**config.mk**
```make
export PLATFORM = sky130hd
export DESIGN_NAME = shift_abus_seq
export DESIGN_NICKNAME = d
export VERILOG_FILES = /design/src/rtl/shift_abus_pkg.sv /design/src/rtl/shift_abus_step.sv /design/src/rtl/shift_abus_seq.sv
export SDC_FILE = /design/constraint.sdc
export NUM_CORES = 1
export LEC_CHECK = 0
export CORE_MARGIN = 2
export CORE_UTILIZATION = 50
export CTS_CLUSTER_DIAMETER = 50
export DETAILED_ROUTE_END_ITERATION = 6
export HOLD_SLACK_MARGIN = 0.12
export PLACE_DENSITY_LB_ADDON = 0.08
export SKIP_LAST_GASP = 1
export SLEW_MARGIN = 40
export SYNTH_ARGS = -nofsm -noshare
export SYNTH_HDL_FRONTEND = slang
export SYNTH_SLANG_ARGS = --single-unit
```
**constraint.sdc**
```tcl
create_clock -name clk -period 3 [get_ports clk]
set_input_delay 0.6 -clock clk [delete_from_list [all_inputs] [get_ports clk]]
set_output_delay 0.6 -clock clk [all_outputs]
set_load 0.005 [all_outputs]
```
**src/rtl/shift_abus_pkg.sv**
```systemverilog
// rtl/shift_abus_pkg.sv - shared types and decode constants for the A-bus shifter
package shift_abus_pkg;

    typedef enum logic [1:0] {
        LSR  = 2'b00,
        ASR  = 2'b01,
        LSL  = 2'b10,
        PASS = 2'b11
    } mode_e;

    typedef enum logic [1:0] {
        IDLE  = 2'b00,
        SHIFT = 2'b01,
        DONE  = 2'b10
    } state_e;

    // cpipe bits 7,5,4,3,2,0 must read 1,1,0,0,0,0 to enable the shifter
    localparam logic [7:0] EN_MASK  = 8'b1011_1101;
    localparam logic [7:0] EN_VALUE = 8'b1010_0000;

    function automatic logic cpipe_en(input logic [7:0] cpipe);
        return (cpipe & EN_MASK) == EN_VALUE;
    endfunction

    function automatic mode_e cpipe_mode(input logic [7:0] cpipe);
        return mode_e'({cpipe[6], cpipe[1]});
    endfunction

endpackage

```
**src/rtl/shift_abus_step.sv**
```systemverilog
// rtl/shift_abus_step.sv - combinational single-bit shift of the working register
module shift_abus_step
    import shift_abus_pkg::*;
#(
    parameter int W = 32
) (
    input  logic [W-1:0] data,
    input  mode_e        mode,
    output logic [W-1:0] result
);

    always_comb begin
        result = data;
        unique case (mode)
            LSR:  result = {1'b0, data[W-1:1]};
            ASR:  result = {data[W-1], data[W-1:1]};
            LSL:  result = {data[W-2:0], 1'b0};
            PASS: result = data;
        endcase
    end

endmodule

```
**src/rtl/shift_abus_seq.sv**
```systemverilog
// rtl/shift_abus_seq.sv - sequential one-bit-per-cycle A-bus shifter with valid/ready handshakes
module shift_abus_seq
    import shift_abus_pkg::*;
#(
    parameter int W  = 32,
    parameter int AW = $clog2(W)
) (
    input  logic          clk,
    input  logic          rst_n,
    input  logic [7:0]    cpipe,
    input  logic [W-1:0]  ai_data,
    input  logic [AW-1:0] amt,
    input  logic          in_valid,
    output logic          in_ready,
    output logic [W-1:0]  shift_abus,
    output logic          out_valid,
    input  logic          out_ready
);

    state_e        state_q, state_d;
    mode_e         mode_q, mode_d;
    logic [W-1:0]  work_q, work_d;
    logic [AW-1:0] cnt_q, cnt_d;
    logic [W-1:0]  step_out;
    logic          en;
    mode_e         in_mode;

    assign en      = cpipe_en(cpipe);
    assign in_mode = cpipe_mode(cpipe);

    shift_abus_step #(.W(W)) u_step (
        .data   (work_q),
        .mode   (mode_q),
        .result (step_out)
    );

    always_ff @(posedge clk) begin
        if (!rst_n) begin
            state_q <= IDLE;
            mode_q  <= LSR;
            work_q  <= '0;
            cnt_q   <= '0;
        end else begin
            state_q <= state_d;
            mode_q  <= mode_d;
            work_q  <= work_d;
            cnt_q   <= cnt_d;
        end
    end

    always_comb begin
        state_d = state_q;
        mode_d  = mode_q;
        work_d  = work_q;
        cnt_d   = cnt_q;
        unique case (state_q)
            IDLE: begin
                if (in_valid) begin
                    mode_d  = in_mode;
                    work_d  = en ? ai_data : '0;
                    cnt_d   = amt;
                    state_d = (en && in_mode != PASS && amt != '0) ? SHIFT : DONE;
                end
            end
            SHIFT: begin
                // the shift on the cycle the counter reads 1 is the final one
                work_d = step_out;
                cnt_d  = cnt_q - AW'(1);
                if (cnt_q == AW'(1))
                    state_d = DONE;
            end
            DONE: begin
                if (out_ready)
                    state_d = IDLE;
            end
            default: state_d = IDLE;
        endcase
    end

    // rst_n gates in_ready so nothing looks acceptable while reset is held
    assign in_ready   = rst_n && (state_q == IDLE);
    assign out_valid  = (state_q == DONE);
    assign shift_abus = out_valid ? work_q : '0;

endmodule

```
== Yosys cells after proc, flatten, opt, wreduce, memory -nomap -nowiden ==
Cells that the tools add are included.
Cells by class
  add/subtract/negate cells: 1
  equal/unequal tests: 13
  mux-type cells: 12
  reduce and logical (&&, ||, !) cells: 12
Operators with widths (number)
  32-bit two-way mux: 3
  32-bit one-hot mux with 3 select lines: 1
  32-bit one-hot mux with 2 select lines: 1
  2-bit != test (second input constant): 5
  5-bit one-hot mux with 2 select lines: 1
  2-bit two-way mux: 4
  2-bit == test (second input constant): 3
  6-bit == test (second input constant): 1
  2-bit one-hot mux with 3 select lines: 1
  3-bit AND reduction: 2
  5-bit by 1-bit == test with 1-bit output (second input constant): 1
  5-bit two-way mux: 1
  5-bit nonzero test: 1
  5-bit by 1-bit subtractor with 5-bit output (second input constant): 1
  2-bit by 1-bit == test with 1-bit output (second input constant): 2
  2-bit zero test: 2
  2-bit AND reduction: 2
  4-bit AND reduction: 1
  1-bit logical AND: 3
  2-bit by 1-bit != test with 1-bit output (second input constant): 1
  2-bit nonzero test: 1
Storage, ports and cells
  register bits after elaboration: 41
  input bits: 49
  logic and storage cells: 43

== Depth between registers and ports, before layout ==
Gate-level depths: netlist of the first run.
  depth in word-level cells: 6
  gate-level depth with buffers: 8
  depth with buffers taken out: 6

== Modules after synthesis ==
From an unflattened synthesis of the first run, not the netlist that was laid out.
Unflattened totals
  cell total of the unflattened synthesis: 359
  area total of the unflattened synthesis: 3200.6 um2
By module, submodules not included
  shift_abus_seq: times used 1, cells each 252, area an instance 2507.4 um2
  shift_abus_step: times used 1, cells each 107, area an instance 693.2 um2

== Worst setup path after synthesis of the first run ==
Ideal clock, no wire load.
  path kind: register to register
  start: register mode_q[0]
  end: register work_q[26]
  arrival: 1.720 ns
  data required time: 2.877 ns
  slack: 1.158 ns
  cell stages (with the launch flop): 9
  path buffers: 2
  period minus slack after synthesis: 1.842 ns
  path through: dfxtp_1 -> inv_1 -> ha_1 -> or2_2 -> buf_2 -> clkbuf_8 -> a22o_2 -> a221oi_1 -> nor2_1
On the way
  word-level cells in the longest chain between the ends: 3
  elaborated cells on any way between the ends: 8
  classes of those cells: eq/ne: 4; mux: 2; reduce/logical: 2
Ends and longest elaborated chain
  start: declaration: RTL line shift_abus_seq.sv:21  | mode_e mode_q, mode_d;
  start signal: assignment: RTL line shift_abus_seq.sv:45  | mode_q <= mode_d;
  2-bit == test (tied with other cells): RTL line shift_abus_step.sv:14  | unique case (mode)
  32-bit one-hot mux with 3 select lines or 2-bit != test (tied branches)
  32-bit one-hot mux with 2 select lines or 3-bit AND reduction (tied branches)
  end signal: assignment: RTL line shift_abus_seq.sv:46  | work_q <= work_d;
  end: declaration: RTL line shift_abus_seq.sv:22  | logic [W-1:0] work_q, work_d;
Parallel ways exist; a longest one is shown, timed or not.
A chain may end at the register's enable or synchronous reset.

== Worst setup path after layout of the first run ==
  start: register state_q[0]
  end: output port shift_abus[14]
On the way
  word-level cells in the longest chain between the ends: 2
Ends and longest elaborated chain
  start: declaration: RTL line shift_abus_seq.sv:20  | state_e state_q, state_d;
  start signal: assignment: RTL line shift_abus_seq.sv:44  | state_q <= state_d;
  2-bit == test: RTL line shift_abus_seq.sv:82  | assign out_valid = (state_q == DONE);
  32-bit two-way mux: RTL line shift_abus_seq.sv:83  | assign shift_abus = out_valid ? work_q : '0;
  end: declaration: RTL line shift_abus_seq.sv:15  | output logic [W-1:0] shift_abus,
Every way passes these cells.

==> flow_metrics.tcl, run 1 <==
set metrics [dict create \
    critPathKind "flop to output port" \
    postLayoutCoreUtil 0.714 \
    crit_arrival_ps 1850 \
    crit_path_max_fanout 34 \
    required_ps 2400 \
    synthesis.nets 351 \
    clk_path_buf_depth 2 \
    slowest_delay_ps 510 \
    die_h_um 75.2 \
    overflow 0 \
    leakage_nw 1.29 \
    synthXorXnorAreaFrac 0 \
    rows 25 \
    drive_gt1_frac 0.123 \
    dp_hpwl_mm 4.62 \
    ys.flop_type "dfxtp_1" \
    ctsHoldBuffers 0 \
    crit_path_start_kind "flop" \
    hp-start "cnt_q[4]$_SDFFE_PN0P_" \
    worstPathCellList "nor2b_2, buf_4, and2_1, clkdlybuf4s50_1" \
    ys_ff_latch 41 \
    cts_sinks 41 \
    antenna_left 0 \
    post-route-period-util 0.818 \
    clkTransAtPathRegs_ps 70 \
    drtPass1Iterations 4 \
    max_freq_ghz 0.407 \
    timing.final.crit_period_ps 2450 \
    setup_viol 0 \
    syn_to_final_growth_pct 35.9 \
    synth.distinct_cells 42 \
    whs_endpoint "cnt_q[4]$_SDFFE_PN0P_" \
    peakVddDrop_uv 218 \
    post-route-drc-count 0 \
    timing.rr.end "work_q[26]$_SDFFE_PN0P_" \
    critical-path-slowest-cell "clkdlybuf4s50_1" \
    drt_iter0_drc 200 \
    viasPerCell 6.00 \
    synth_area_leaders "dfxtp_1 (32%), a221oi_1 (10%), and2_1 (8.4%), a22o_2 (7.9%), o21ai_0 (7.1%)" \
    grt_pass1_wl_mm 11.2 \
    coreArea_sq_um 4820 \
    io_pins 83 \
    async_flop_share 0 \
    cts_root_buf "clkbuf_8" \
    antennaDiodeCount 0 \
    powerDensity_nw_per_um2 403 \
    ys_seq_area_frac 0.324 \
    mostFrequentLayoutCell "clkdlybuf4s50_1" \
    tritoncts "yes" \
    die-area_sq_um 5650 \
    yosys.area_share.simple 0.210 \
    die_w_um 75.2 \
    cts_inserted_buffers 5 \
    synth_compound_area_frac 0.360 \
    via_count 2592 \
    ys_warn_count 0 \
    antenna_found_initial 0 \
    seq_area_sq_um 821 \
    grt.total_usage 0.255 \
    netlist.area_leader.share 0.324 \
    cts_resized 0 \
    r2r_slack_ps 920 \
    hold_viol 0 \
    multiInputGateArea_sq_um 1530 \
    synthCells 297 \
    io_buffers 82 \
    syn_avg_cell_area_sq_um 8.52 \
    finalWeightedCongestion 0.907 \
    cts_setup_buffers 0 \
    slew_viol_final 0 \
    status "complete, no violations" \
    synthMuxAreaShare 0.00395 \
    grt_max_degree 42 \
    worst_slew_pin_slew_ps 639 \
    fin_nets 418 \
    rr_worst_depth 7 \
    rsz0062_at_grt "false" \
    synth_edf_count 0 \
    nFillCells 421 \
    holdCritPathClass "flop to flop" \
    relSlewSlack 0.572 \
    reg2reg_from "mode_q[0]$_SDFFE_PN0P_" \
    synthAdderAreaFrac 0.0247 \
    initial_core_util 0.525 \
    crit_path_end_kind "output port" \
    fin_tns_setup_ps 0 \
    worstHoldPathCells 2 \
    wl_mm 7.00 \
    syn_area_sq_um 2530 \
    mostFrequentLayoutCells "clkdlybuf4s50_1 (82), dfxtp_1 (41), o21ai_0 (36), nor2_1 (35), and2_1 (34)" \
    wl_per_cell_um 16.2 \
    synth_top_family_by_area "compound AO/OA/AOI/OAI gates" \
    skew_ps 7.53 \
    ctsHtreeMaxLevel 2 \
    grt_pass1_vias 2347 \
    maxCapViolCount 0 \
    worstSkewPairLatency_ps 300 \
    synth_top_area_cell "dfxtp_1" \
]
-- kinds of logic (layout without fill, tap and decap cells) --
kind of cell,Yosys count,count (layout)
fa+ha+maj,5,5
flops,41,41
compound gates,120,120
simple gates,96,96
buf+inv,34,102
mux,1,1
-- Yosys cell counts (all sizes together) (4+ instances only) --
| master | number |
|---|---|
| a21oi | 7 |
| nand2 | 8 |
| and2 | 34 |
| nor2b | 4 |
| nor2 | 35 |
| a221oi | 30 |
| clkbuf | 17 |
| a22o | 30 |
| buf | 12 |
| inv | 5 |
| dfxtp | 41 |
| ha | 5 |
| a21boi | 5 |
| nor3 | 4 |
| o21ai | 36 |
-- layout make-up --
class                           instances  area share
Clock buffer                            7      0.0251
Inverter                                5     0.00546
Timing Repair Buffer                   89       0.254
Multi-Input combinational cell        222       0.444
Clock inverter                          1     0.00873
Sequential cell                        41       0.239
Tap cell                               67      0.0244
-- worst max path at each step --
stage / slack [ps] / from / endpoint / cells after the start
5_1_grt: 410 / state_q[0]$_SDFFE_PN0P_ / shift_abus[22] / 4
3_3_place_gp: 500 / in_valid / work_q[20]$_SDFFE_PN0P_ / 5
2_1_floorplan: 1160 / mode_q[0]$_SDFFE_PN0P_ / work_q[26]$_SDFFE_PN0P_ / 8
4_1_cts: 500 / state_q[0]$_SDFFE_PN0P_ / shift_abus[22] / 4
6_report: 550 / state_q[0]$_SDFFE_PN0P_ / shift_abus[14] / 4
3_5_place_dp: 650 / in_valid / work_q[15]$_SDFFE_PN0P_ / 5
-- critical path: cells and delay by family, from the launching register on --
kind,cells,cell delay (ps)
and+or+nand+nor,2,320
buffers and inverters,2,790
DFF,1,450
-- flip-flops by register name, indices dropped and copies added, names as in the netlist --
name and count:
mode_q 2, work_q 32, state_q 2, cnt_q 5
-- per-stage QoR --
stage	std cells	worst slack, ps	instance area, sq um	power [mW]	hold slack (ps)
finish	432	546	3440	1.39	483
global route	432	413	3440	1.45	526
CTS	432	504	3440	1.39	487
detailed placement	424	648	3320	0.931	477
global placement	424	496	3320	0.925	473
floorplan	297	1160	2530	0.798	455
-- where the power goes --
group	leakage (nW)	switching [mW]	total, mW	internal [mW]
clock network	0.0585	0.192	0.464	0.271
registers	0.338	0.0397	0.622	0.582
logic	0.893	0.135	0.300	0.165
-- layer usage --
| metal | routed length, um | vias to the layer above | track usage |
|---|---|---|---|
| met5 | 0 | - | 0 |
| met1 | 3150 | 1235 | 0.345 |
| met2 | 3330 | 107 | 0.407 |
| li1 | - | 1243 | - |
| met3 | 455 | 7 | 0.0576 |
| met4 | 68 | 0 | 0.0780 |
(Power assumes the default switching activity.)
==> inputs of run 2 (changes only) <==
--- a/config.mk
+++ b/config.mk
@@ -6,7 +6,7 @@
 export NUM_CORES = 1
 export LEC_CHECK = 0
 export CORE_MARGIN = 2
-export CORE_UTILIZATION = 50
+export CORE_UTILIZATION = 46
 export CTS_CLUSTER_DIAMETER = 50
 export DETAILED_ROUTE_END_ITERATION = 6
 export HOLD_SLACK_MARGIN = 0.12
==> constraint.sdc (replaced) <==
create_clock -name clk -period 2.4 [get_ports clk]
set_input_delay 0.48 -clock clk [delete_from_list [all_inputs] [get_ports clk]]
set_output_delay 0.48 -clock clk [all_outputs]
set_load 0.005 [all_outputs]
==> flow_metrics.tcl, run 2 (synthesis gave the netlist of run 1 again) <==
set metrics [dict create \
    antenna_left 0 \
    holdCritPathClass "flop to flop" \
    syn_to_final_growth_pct 38.5 \
    drt_iter0_drc 118 \
    wl_met3_um 491 \
    swShare 0.268 \
    cts_sinks 41 \
    fin_tns_setup_ps 0 \
    viasPerCell 5.89 \
    highest_layer "met4" \
    maxCapViolCount 0 \
    leakage_nw 1.32 \
    max_freq_ghz 0.443 \
    die_w_um 78.2 \
    relSlewSlack 0.535 \
    worstSkewPairLatency_ps 290 \
    wl_mm 7.25 \
    rsz0062_at_grt "false" \
    pwr-share-clk 0.336 \
    grt_pass1_vias 2452 \
    rows 27 \
    timing.final.crit_period_ps 2260 \
    placed_cell_area_sq_um 3390 \
    layout.cells.non_filler 441 \
    largest_reg_flops 32 \
    top_register "work_q" \
    slew_viol_final 0 \
    crit_arrival_ps 1780 \
    sequentialPowerShare 0.443 \
    route.met2.wl_mm 3.47 \
    hold_viol 0 \
    status "complete, no violations" \
    p_int_mw 1.28 \
    mostFrequentLayoutCells "clkdlybuf4s50_1 (82), dfxtp_1 (41), o21ai_0 (36), nor2_1 (35), and2_1 (34)" \
    post-route-period-util 0.940 \
    die_h_um 78.2 \
    combPwrFrac 0.221 \
    die-area_sq_um 6110 \
    cts_resized 0 \
    largestRegisters "work_q (32), cnt_q (5)" \
    ctsHoldBuffers 0 \
    wl_per_cell_um 16.4 \
    fin_area_sq_um 3500 \
    crit_path_end_kind "output port" \
    drive_gt1_frac 0.130 \
    clkTransAtPathRegs_ps 80 \
    required_ps 1920 \
    overflow 0 \
    pre_cts_ws_ps 307 \
    worst_slew_pin_slew_ps 696 \
    critPathKind "flop to output port" \
    placedCellCount 433 \
    clk_path_buf_depth 2 \
    initial_core_util 0.468 \
    worstHoldPathCells 2 \
    ctsHtreeMaxLevel 2 \
    grt_pass1_wl_mm 12.2 \
    peakVddDrop_uv 335 \
    post-route-drc-count 0 \
    via_count 2596 \
    met1_length_mm 3.21 \
    cts_setup_buffers 0 \
    io_buffers 82 \
    cts_root_buf "clkbuf_8" \
    crit_path_start_kind "flop" \
    skew_ps 6.77 \
    tritoncts "yes" \
    finalWeightedCongestion 0.847 \
    grt.total_usage 0.246 \
    drtPass1Iterations 4 \
    crit_path_max_fanout 24 \
    antenna_found_initial 0 \
    io_pins 83 \
    setup_viol 0 \
    mostFrequentLayoutCell "clkdlybuf4s50_1" \
    dp_hpwl_mm 4.69 \
    coreArea_sq_um 5410 \
    cts_inserted_buffers 5 \
    switchingPower_mw 0.470 \
    grt_max_degree 42 \
    rr_worst_depth 6 \
    antennaDiodeCount 0 \
    postLayoutSetupSlackWorst_ps 144 \
    powerDensity_nw_per_um2 500 \
    fin_nets 422 \
    holdWs_ps 495 \
]
==> run 2: metal layers <==
| metal | GRT usage | vias up |
|---|---|---|
| li1 | - | 1249 |
| met1 | 0.337 | 1226 |
| met2 | 0.387 | 115 |
| met3 | 0.0506 | 6 |
| met4 | 0.0807 | 0 |
| met5 | 0 | - |
==> run 2: cell type report <==
class                      instances  area [sq um]
timing repair buffer              93           928
multi-input combinational        222          1530
fill                             478          1900
sequential                        41           821
clock inverter                     1          30.0
tap                               72          90.1
clock buffer                       7          86.3
inverter                           5          18.8
==> run 2: power groups by stage <==
stage	Sequential (mW)	Combinational, mW	Clock [mW]
after floorplan	0.773	0.224	0
after global placement	0.790	0.378	0
after detailed placement	0.791	0.386	0
after CTS	0.775	0.388	0.599
after global routing	0.784	0.432	0.627
final	0.777	0.388	0.589
==> run 2: final timing paths <==
kind                            from                 endpoint  slack, ps
max          state_q[0]$_SDFFE_PN0P_           shift_abus[22]        140
min            cnt_q[4]$_SDFFE_PN0P_    cnt_q[4]$_SDFFE_PN0P_        500
max reg2reg   mode_q[0]$_SDFFE_PN0P_  work_q[23]$_SDFFE_PN0P_        330
min reg2reg    cnt_q[4]$_SDFFE_PN0P_    cnt_q[4]$_SDFFE_PN0P_        500
==> run 2: per-stage QoR <==
stage | util | power [mW]
after global placement | 0.626 | 1.17
final | 0.648 | 1.75
after CTS | 0.648 | 1.76
after global routing | 0.648 | 1.84
after detailed placement | 0.627 | 1.18
after floorplan | - | 0.997
==> run 2: critical path, cell delays in order, from the launching register on <==
cell	delay, ps
dfxtp_1	390
nor2b_2	150
buf_4	250
and2_1	150
clkdlybuf4s50_1	530
